File: config.mk
export PLATFORM = sky130hd
export DESIGN_NAME = dot_matrix_scheduler
export DESIGN_NICKNAME = d
export VERILOG_FILES = /design/src/rtl/dot_matrix_scheduler_pkg.sv /design/src/rtl/dot_matrix_scheduler_font.sv /design/src/rtl/dot_matrix_scheduler.sv
export SDC_FILE = /design/constraint.sdc
export NUM_CORES = 1
export LEC_CHECK = 0
export BUFFER_PORTS_ARGS = -buffer_cell sky130_fd_sc_hd__buf_4
export CORE_MARGIN = 10
export CORE_UTILIZATION = 30
export CTS_BUF_LIST = sky130_fd_sc_hd__clkbuf_8 sky130_fd_sc_hd__clkbuf_16
export CTS_CLUSTER_DIAMETER = 100
export DETAILED_ROUTE_END_ITERATION = 10
export SYNTH_ARGS = -nofsm -noshare
export SYNTH_HDL_FRONTEND = slang
export SYNTH_SLANG_ARGS = --single-unit
File: constraint.sdc
create_clock -name clk -period 3.5 [get_ports clk]
set_input_delay 0.35 -clock clk [delete_from_list [all_inputs] [get_ports clk]]
set_output_delay 0.35 -clock clk [all_outputs]
set_load 0.005 [all_outputs]
File: src/rtl/dot_matrix_scheduler_pkg.sv
// Shared types and glyph data for the dot-matrix scheduler.
// Holds the display-mode encoding and the 8x8 digit font. In the font, row 0 is the top row.
package dot_matrix_scheduler_pkg;

   typedef enum logic [1:0] {
      MODE_PLAY    = 2'd0,
      MODE_SCORE   = 2'd1,
      MODE_WIN_ON  = 2'd2,
      MODE_WIN_OFF = 2'd3
   } mode_e;

   // Each entry is [digit][row]. Bit 7 is the leftmost column.
   localparam logic [7:0] DIGIT_FONT [10][8] = '{
      '{8'h7C, 8'hC6, 8'hCE, 8'hD6, 8'hE6, 8'hC6, 8'h7C, 8'h00},
      '{8'h18, 8'h38, 8'h18, 8'h18, 8'h18, 8'h18, 8'h7E, 8'h00},
      '{8'h7C, 8'hC6, 8'h06, 8'h1C, 8'h70, 8'hC6, 8'hFE, 8'h00},
      '{8'h7C, 8'hC6, 8'h06, 8'h3C, 8'h06, 8'hC6, 8'h7C, 8'h00},
      '{8'h1C, 8'h3C, 8'h6C, 8'hCC, 8'hFE, 8'h0C, 8'h1E, 8'h00},
      '{8'hFE, 8'hC0, 8'hFC, 8'h06, 8'h06, 8'hC6, 8'h7C, 8'h00},
      '{8'h38, 8'h60, 8'hC0, 8'hFC, 8'hC6, 8'hC6, 8'h7C, 8'h00},
      '{8'hFE, 8'hC6, 8'h0C, 8'h18, 8'h30, 8'h30, 8'h30, 8'h00},
      '{8'h7C, 8'hC6, 8'hC6, 8'h7C, 8'hC6, 8'hC6, 8'h7C, 8'h00},
      '{8'h7C, 8'hC6, 8'hC6, 8'h7E, 8'h06, 8'h0C, 8'h78, 8'h00}
   };

endpackage

File: src/rtl/dot_matrix_scheduler_font.sv
// Combinational glyph lookup: one row of one digit.
// Digits above 9 produce a blank row.
module dot_matrix_font
   import dot_matrix_scheduler_pkg::*;
(
   input  logic [3:0] digit_i,
   input  logic [2:0] row_i,
   output logic [7:0] bits_o
);

   always_comb begin
      bits_o = 8'h00;
      if (digit_i <= 4'd9) bits_o = DIGIT_FONT[digit_i][row_i];
   end

endmodule

File: src/rtl/dot_matrix_scheduler.sv
// Row-scan timing and the display-mode state machine for two 8x8 LED panels.
// All panel outputs reload together on the row-update edge, so rows are never mixed.
module dot_matrix_scheduler
   import dot_matrix_scheduler_pkg::*;
#(
   parameter int ROW_DIV      = 2500,
   parameter int HOLD_FRAMES  = 64,
   parameter int BLINK_FRAMES = 32
) (
   input  logic       clk,
   input  logic       rst,
   input  logic [3:0] score1,
   input  logic [3:0] score2,
   input  logic       point_evt,
   input  logic       game_over,
   input  logic       winner,
   input  logic [7:0] play_row1,
   input  logic [7:0] play_row2,
   output logic [2:0] row_idx,
   output logic [7:0] dot_row,
   output logic [7:0] dot_col1,
   output logic [7:0] dot_col2,
   output logic [1:0] mode,
   output logic       frame_tick
);

   localparam int DIV_W   = (ROW_DIV > 1)      ? $clog2(ROW_DIV)      : 1;
   localparam int HOLD_W  = (HOLD_FRAMES > 1)  ? $clog2(HOLD_FRAMES)  : 1;
   localparam int BLINK_W = (BLINK_FRAMES > 1) ? $clog2(BLINK_FRAMES) : 1;

   localparam logic [DIV_W-1:0]   DIV_LAST   = DIV_W'(ROW_DIV - 1);
   localparam logic [HOLD_W-1:0]  HOLD_LAST  = HOLD_W'(HOLD_FRAMES - 1);
   localparam logic [BLINK_W-1:0] BLINK_LAST = BLINK_W'(BLINK_FRAMES - 1);

   logic [DIV_W-1:0]   div_q, div_d;
   logic [2:0]         disp_row_q;
   logic [7:0]         dot_row_q, col1_q, col2_q;
   logic [7:0]         col1_d, col2_d;
   mode_e              mode_q, mode_d;
   logic               pend_q, pend_d;
   logic [HOLD_W-1:0]  hold_q, hold_d;
   logic [BLINK_W-1:0] blink_q, blink_d;
   logic               tick_q;

   logic       update, boundary, win_mode;
   logic [2:0] next_row;
   logic [7:0] font1, font2;

   assign update   = (div_q == DIV_LAST);
   assign boundary = update && (disp_row_q == 3'd7);
   assign next_row = disp_row_q + 3'd1;
   assign win_mode = (mode_q == MODE_WIN_ON) || (mode_q == MODE_WIN_OFF);
   assign div_d    = update ? '0 : div_q + 1'b1;

   dot_matrix_font u_font1 (.digit_i(score1), .row_i(next_row), .bits_o(font1));
   dot_matrix_font u_font2 (.digit_i(score2), .row_i(next_row), .bits_o(font2));

   always_comb begin
      mode_d  = mode_q;
      pend_d  = pend_q | point_evt;
      hold_d  = hold_q;
      blink_d = blink_q;
      if (boundary) begin
         if (game_over && !win_mode) begin
            mode_d  = MODE_WIN_ON;
            pend_d  = 1'b0;
            blink_d = BLINK_LAST;
         end else if (win_mode) begin
            // Points arriving during the banner stay pending until play resumes.
            if (!game_over) begin
               mode_d = MODE_PLAY;
            end else if (blink_q == '0) begin
               mode_d  = (mode_q == MODE_WIN_ON) ? MODE_WIN_OFF : MODE_WIN_ON;
               blink_d = BLINK_LAST;
            end else begin
               blink_d = blink_q - 1'b1;
            end
         end else if (pend_q || point_evt) begin
            mode_d = MODE_SCORE;
            hold_d = HOLD_LAST;
            pend_d = 1'b0;
         end else if (mode_q == MODE_SCORE) begin
            if (hold_q == '0) mode_d = MODE_PLAY;
            else              hold_d = hold_q - 1'b1;
         end
      end
   end

   always_comb begin
      col1_d = 8'h00;
      col2_d = 8'h00;
      unique case (mode_d)
         MODE_PLAY: begin
            col1_d = play_row1;
            col2_d = play_row2;
         end
         MODE_SCORE: begin
            col1_d = font1;
            col2_d = font2;
         end
         MODE_WIN_ON: begin
            col1_d = winner ? 8'h00 : font1;
            col2_d = winner ? font2 : 8'h00;
         end
         MODE_WIN_OFF: begin
            col1_d = 8'h00;
            col2_d = 8'h00;
         end
      endcase
   end

   always_ff @(posedge clk) begin
      if (rst) begin
         div_q      <= '0;
         disp_row_q <= 3'd7;
         dot_row_q  <= 8'hFF;
         col1_q     <= 8'h00;
         col2_q     <= 8'h00;
         mode_q     <= MODE_PLAY;
         pend_q     <= 1'b0;
         hold_q     <= '0;
         blink_q    <= '0;
         tick_q     <= 1'b0;
      end else begin
         div_q   <= div_d;
         mode_q  <= mode_d;
         pend_q  <= pend_d;
         hold_q  <= hold_d;
         blink_q <= blink_d;
         tick_q  <= boundary;
         if (update) begin
            disp_row_q <= next_row;
            dot_row_q  <= ~(8'h80 >> next_row);
            col1_q     <= col1_d;
            col2_q     <= col2_d;
         end
      end
   end

   assign row_idx    = disp_row_q + 3'd1;
   assign dot_row    = dot_row_q;
   assign dot_col1   = col1_q;
   assign dot_col2   = col2_q;
   assign mode       = mode_q;
   assign frame_tick = tick_q;

endmodule

==> flow_metrics.env <==
export IMPL_power_switching_mw=0.358
export IMPL_ys_ff_latch=54
export IMPL_path_clk_slew_ns=0.08
export IMPL_cts_sinks=54
export IMPL_fin_worst_skew_ns=0.00951
export IMPL_synthFlopType="dfxtp_1"
export IMPL_cts_max_path_buffers=2
export IMPL_initial_core_util_pct=30.9
export IMPL_synth_common_cells="dfxtp_1, nor2_1, a21oi_1"
export IMPL_finalHoldViolCount=0
export IMPL_wl_per_cell_um=18.2
export IMPL_routed_wl_mm=13.8
export IMPL_syn_inst=551
export IMPL_fin_nets=634
export IMPL_fin_crit_ns=2.63
export IMPL_drt_pass1_iterations=6
export IMPL_synth_largest_area_cell="dfxtp_1"
export IMPL_synth_nets=606
export IMPL_final_setup_tns_ns=0
export IMPL_yosysUniqueCellTypes=72
export IMPL_die_h_um=140
export IMPL_power_density_nw_per_um2=268
export IMPL_placementRows=43
export IMPL_seqPwrFrac_pct=46.5
export IMPL_swShare_pct=26.8
export IMPL_antenna_cells=0
export IMPL_vias=4341
export IMPL_die_w_um=140
export IMPL_clock_fmax_mhz=380
export IMPL_leakage_nw=1.86
export IMPL_grt_max_degree=47
export IMPL_coreArea_um2=14000
export IMPL_grt_usage_pct=13.3
export IMPL_synth_edff_count=0
export IMPL_hold_path_class="in -> reg"
export IMPL_drt_iter0_drc=472
export IMPL_comb_power_share_pct=14.2
export IMPL_yosysMostFrequentCell="dfxtp_1"
export IMPL_io_buffer_count=58
export IMPL_grt_antenna_before_repair=0
export IMPL_placed_cells=752
export IMPL_drc=0
export IMPL_dpl_cell_area_um2=4830
export IMPL_p_int_mw=0.979
export IMPL_cp_max_fo=20
export IMPL_clockRootBuffer="clkbuf_16"
export IMPL_setup_viol=0
export IMPL_setup_worst_path_end_class="flop"
export IMPL_synth_area_leaders="dfxtp_1, ha_1, nand2b_1, a21oi_1, o21ai_0"
export IMPL_outcome="finished clean"
export IMPL_clk_insertion_delay_late_ns=0.30
export IMPL_cts_tree="yes"
export IMPL_drv_slew=0
export IMPL_yosysWarnings=0
export IMPL_hold_worst_slack_ns=0.308
export IMPL_ir_drop_mv=0.179
export IMPL_max_slew_margin_pct=53.1
export IMPL_cts_hold_buf=0
export IMPL_start_kind="flop"
export IMPL_crit_type="reg -> reg"
export IMPL_post_cts_buffers=0
export IMPL_critical_path_required_ns=3.73
export IMPL_htreeDepth=2
export IMPL_synth_area_per_cell_um2=7.84
export IMPL_synth_area_um2=4320
export IMPL_cts_inserted_buffers=5
export IMPL_gp_congestion=0.865
export IMPL_grt_pass1_wl_mm=22.3
export IMPL_tightest_slew_ns=0.703
export IMPL_critPathArrivalTime_ns=2.85
export IMPL_grt_pass1_vias=4156
export IMPL_design_area_um2=4990
export IMPL_areaGrowthSynthToFinish_pct=15.6
export IMPL_drt_vias_per_instance=5.71
export IMPL_yosysSeqAreaShare_pct=25.0
export IMPL_antenna_left=0
export IMPL_die_area_um2=19600
export IMPL_cts_resized=0
export IMPL_dp_hpwl_mm=9.84
export IMPL_rsz0062_at_grt="no"
export IMPL_drive_gt1_share_pct=15.3
export IMPL_async_flop_share_pct=0
export IMPL_ioPinCount=59
export IMPL_drv_cap=0
export IMPL_netlist_area_leader_share_pct=25.0
export IMPL_final_instance_count_excl_fill=760
export IMPL_grt_ovfl_total=0
export IMPL_clock_power_share_pct=39.3
export IMPL_finalCritPeriodShare_pct=75.1
kinds of logic after synthesis:
logic type | share of synthesized area [%]
AOI/OAI and AO/OA | 29.8
xor gates and xnor gates | 2.43
and+or+nand+nor | 26.1
DFF | 25.0
muxes | 2.67
adders and majority gates | 7.53
buffers and inverters | 6.46
metal layers:
| metal | global-route usage [%] | share of wire (%) | vias up |
|---|---|---|---|
| met5 | 0 | 0 | - |
| met4 | 3.15 | 1.5 | 0 |
| met3 | 2.64 | 5.7 | 26 |
| met2 | 21.1 | 46 | 156 |
| met1 | 18.0 | 47 | 2050 |
| li1 | - | - | 2109 |
cells in the final DEF, fill, tap and decap left out, drive strengths merged, types with 7 or more instances in the layout:
cell    instances
a211oi         12
a21oi          34
a311oi         14
a31oi          16
and2           19
buf            65
dfxtp          54
ha             26
inv            21
mux2i           7
nand2          29
nand2b         30
nand3          18
nor2           40
nor2b          10
nor3           11
o21ai          34
o22ai          10
o32ai          10
final timing paths:
check,startpoint,endpoint,slack (ns),cells after the start
worst min-delay path,play_row2[0],dot_col2[0],0.31,3
worst min register to register,dot_col1[0],dot_col1[0],0.46,2
worst max-delay path,disp_row_q[0],dot_col1[4],0.87,7
worst max register to register,disp_row_q[0],dot_col1[4],0.87,7
critical path: stages (launching register included):
cell and delay (ns):
dfxtp_1 0.48, inv_1 0.11, ha_1 0.76, inv_1 0.40, o21ai_0 0.18, a211oi_1 0.09, or3_1 0.40, o22ai_1 0.14
flip-flops by register name, summed over array words and instances (netlist names):
signal / cells
div_q: 12
dot_col1: 8
dot_col2: 8
dot_row: 8
hold_q: 6
blink_q: 5
disp_row_q: 3
mode: 2
frame_tick: 1
pend_q: 1
power by group through the flow:
stage	combinational, mW	sequential (mW)	clock [mW]
2_1_floorplan	0.122	0.635	0
3_3_place_gp	0.187	0.636	0
3_5_place_dp	0.186	0.636	0
4_1_cts	0.187	0.621	0.537
5_1_grt	0.209	0.622	0.570
6_report	0.190	0.621	0.526
cell type report:
type | count | area (um^2)
Fill cell | 1471 | 9000
Multi-Input combinational cell | 431 | 2960
Sequential cell | 54 | 1080
Timing Repair Buffer | 65 | 488
Tap cell | 180 | 225
Clock buffer | 6 | 139
Inverter | 22 | 82.6
Clock inverter | 2 | 17.5
stage by stage:
stage	power (mW)	worst slack, ns	util [%]
2_1_floorplan	0.757	1.13	-
3_3_place_gp	0.823	1.02	34.6
3_5_place_dp	0.822	0.941	34.6
4_1_cts	1.35	0.933	35.7
5_1_grt	1.40	0.606	35.7
6_report	1.34	0.871	35.7
Note: power is estimated with default switching activity, not from simulation.
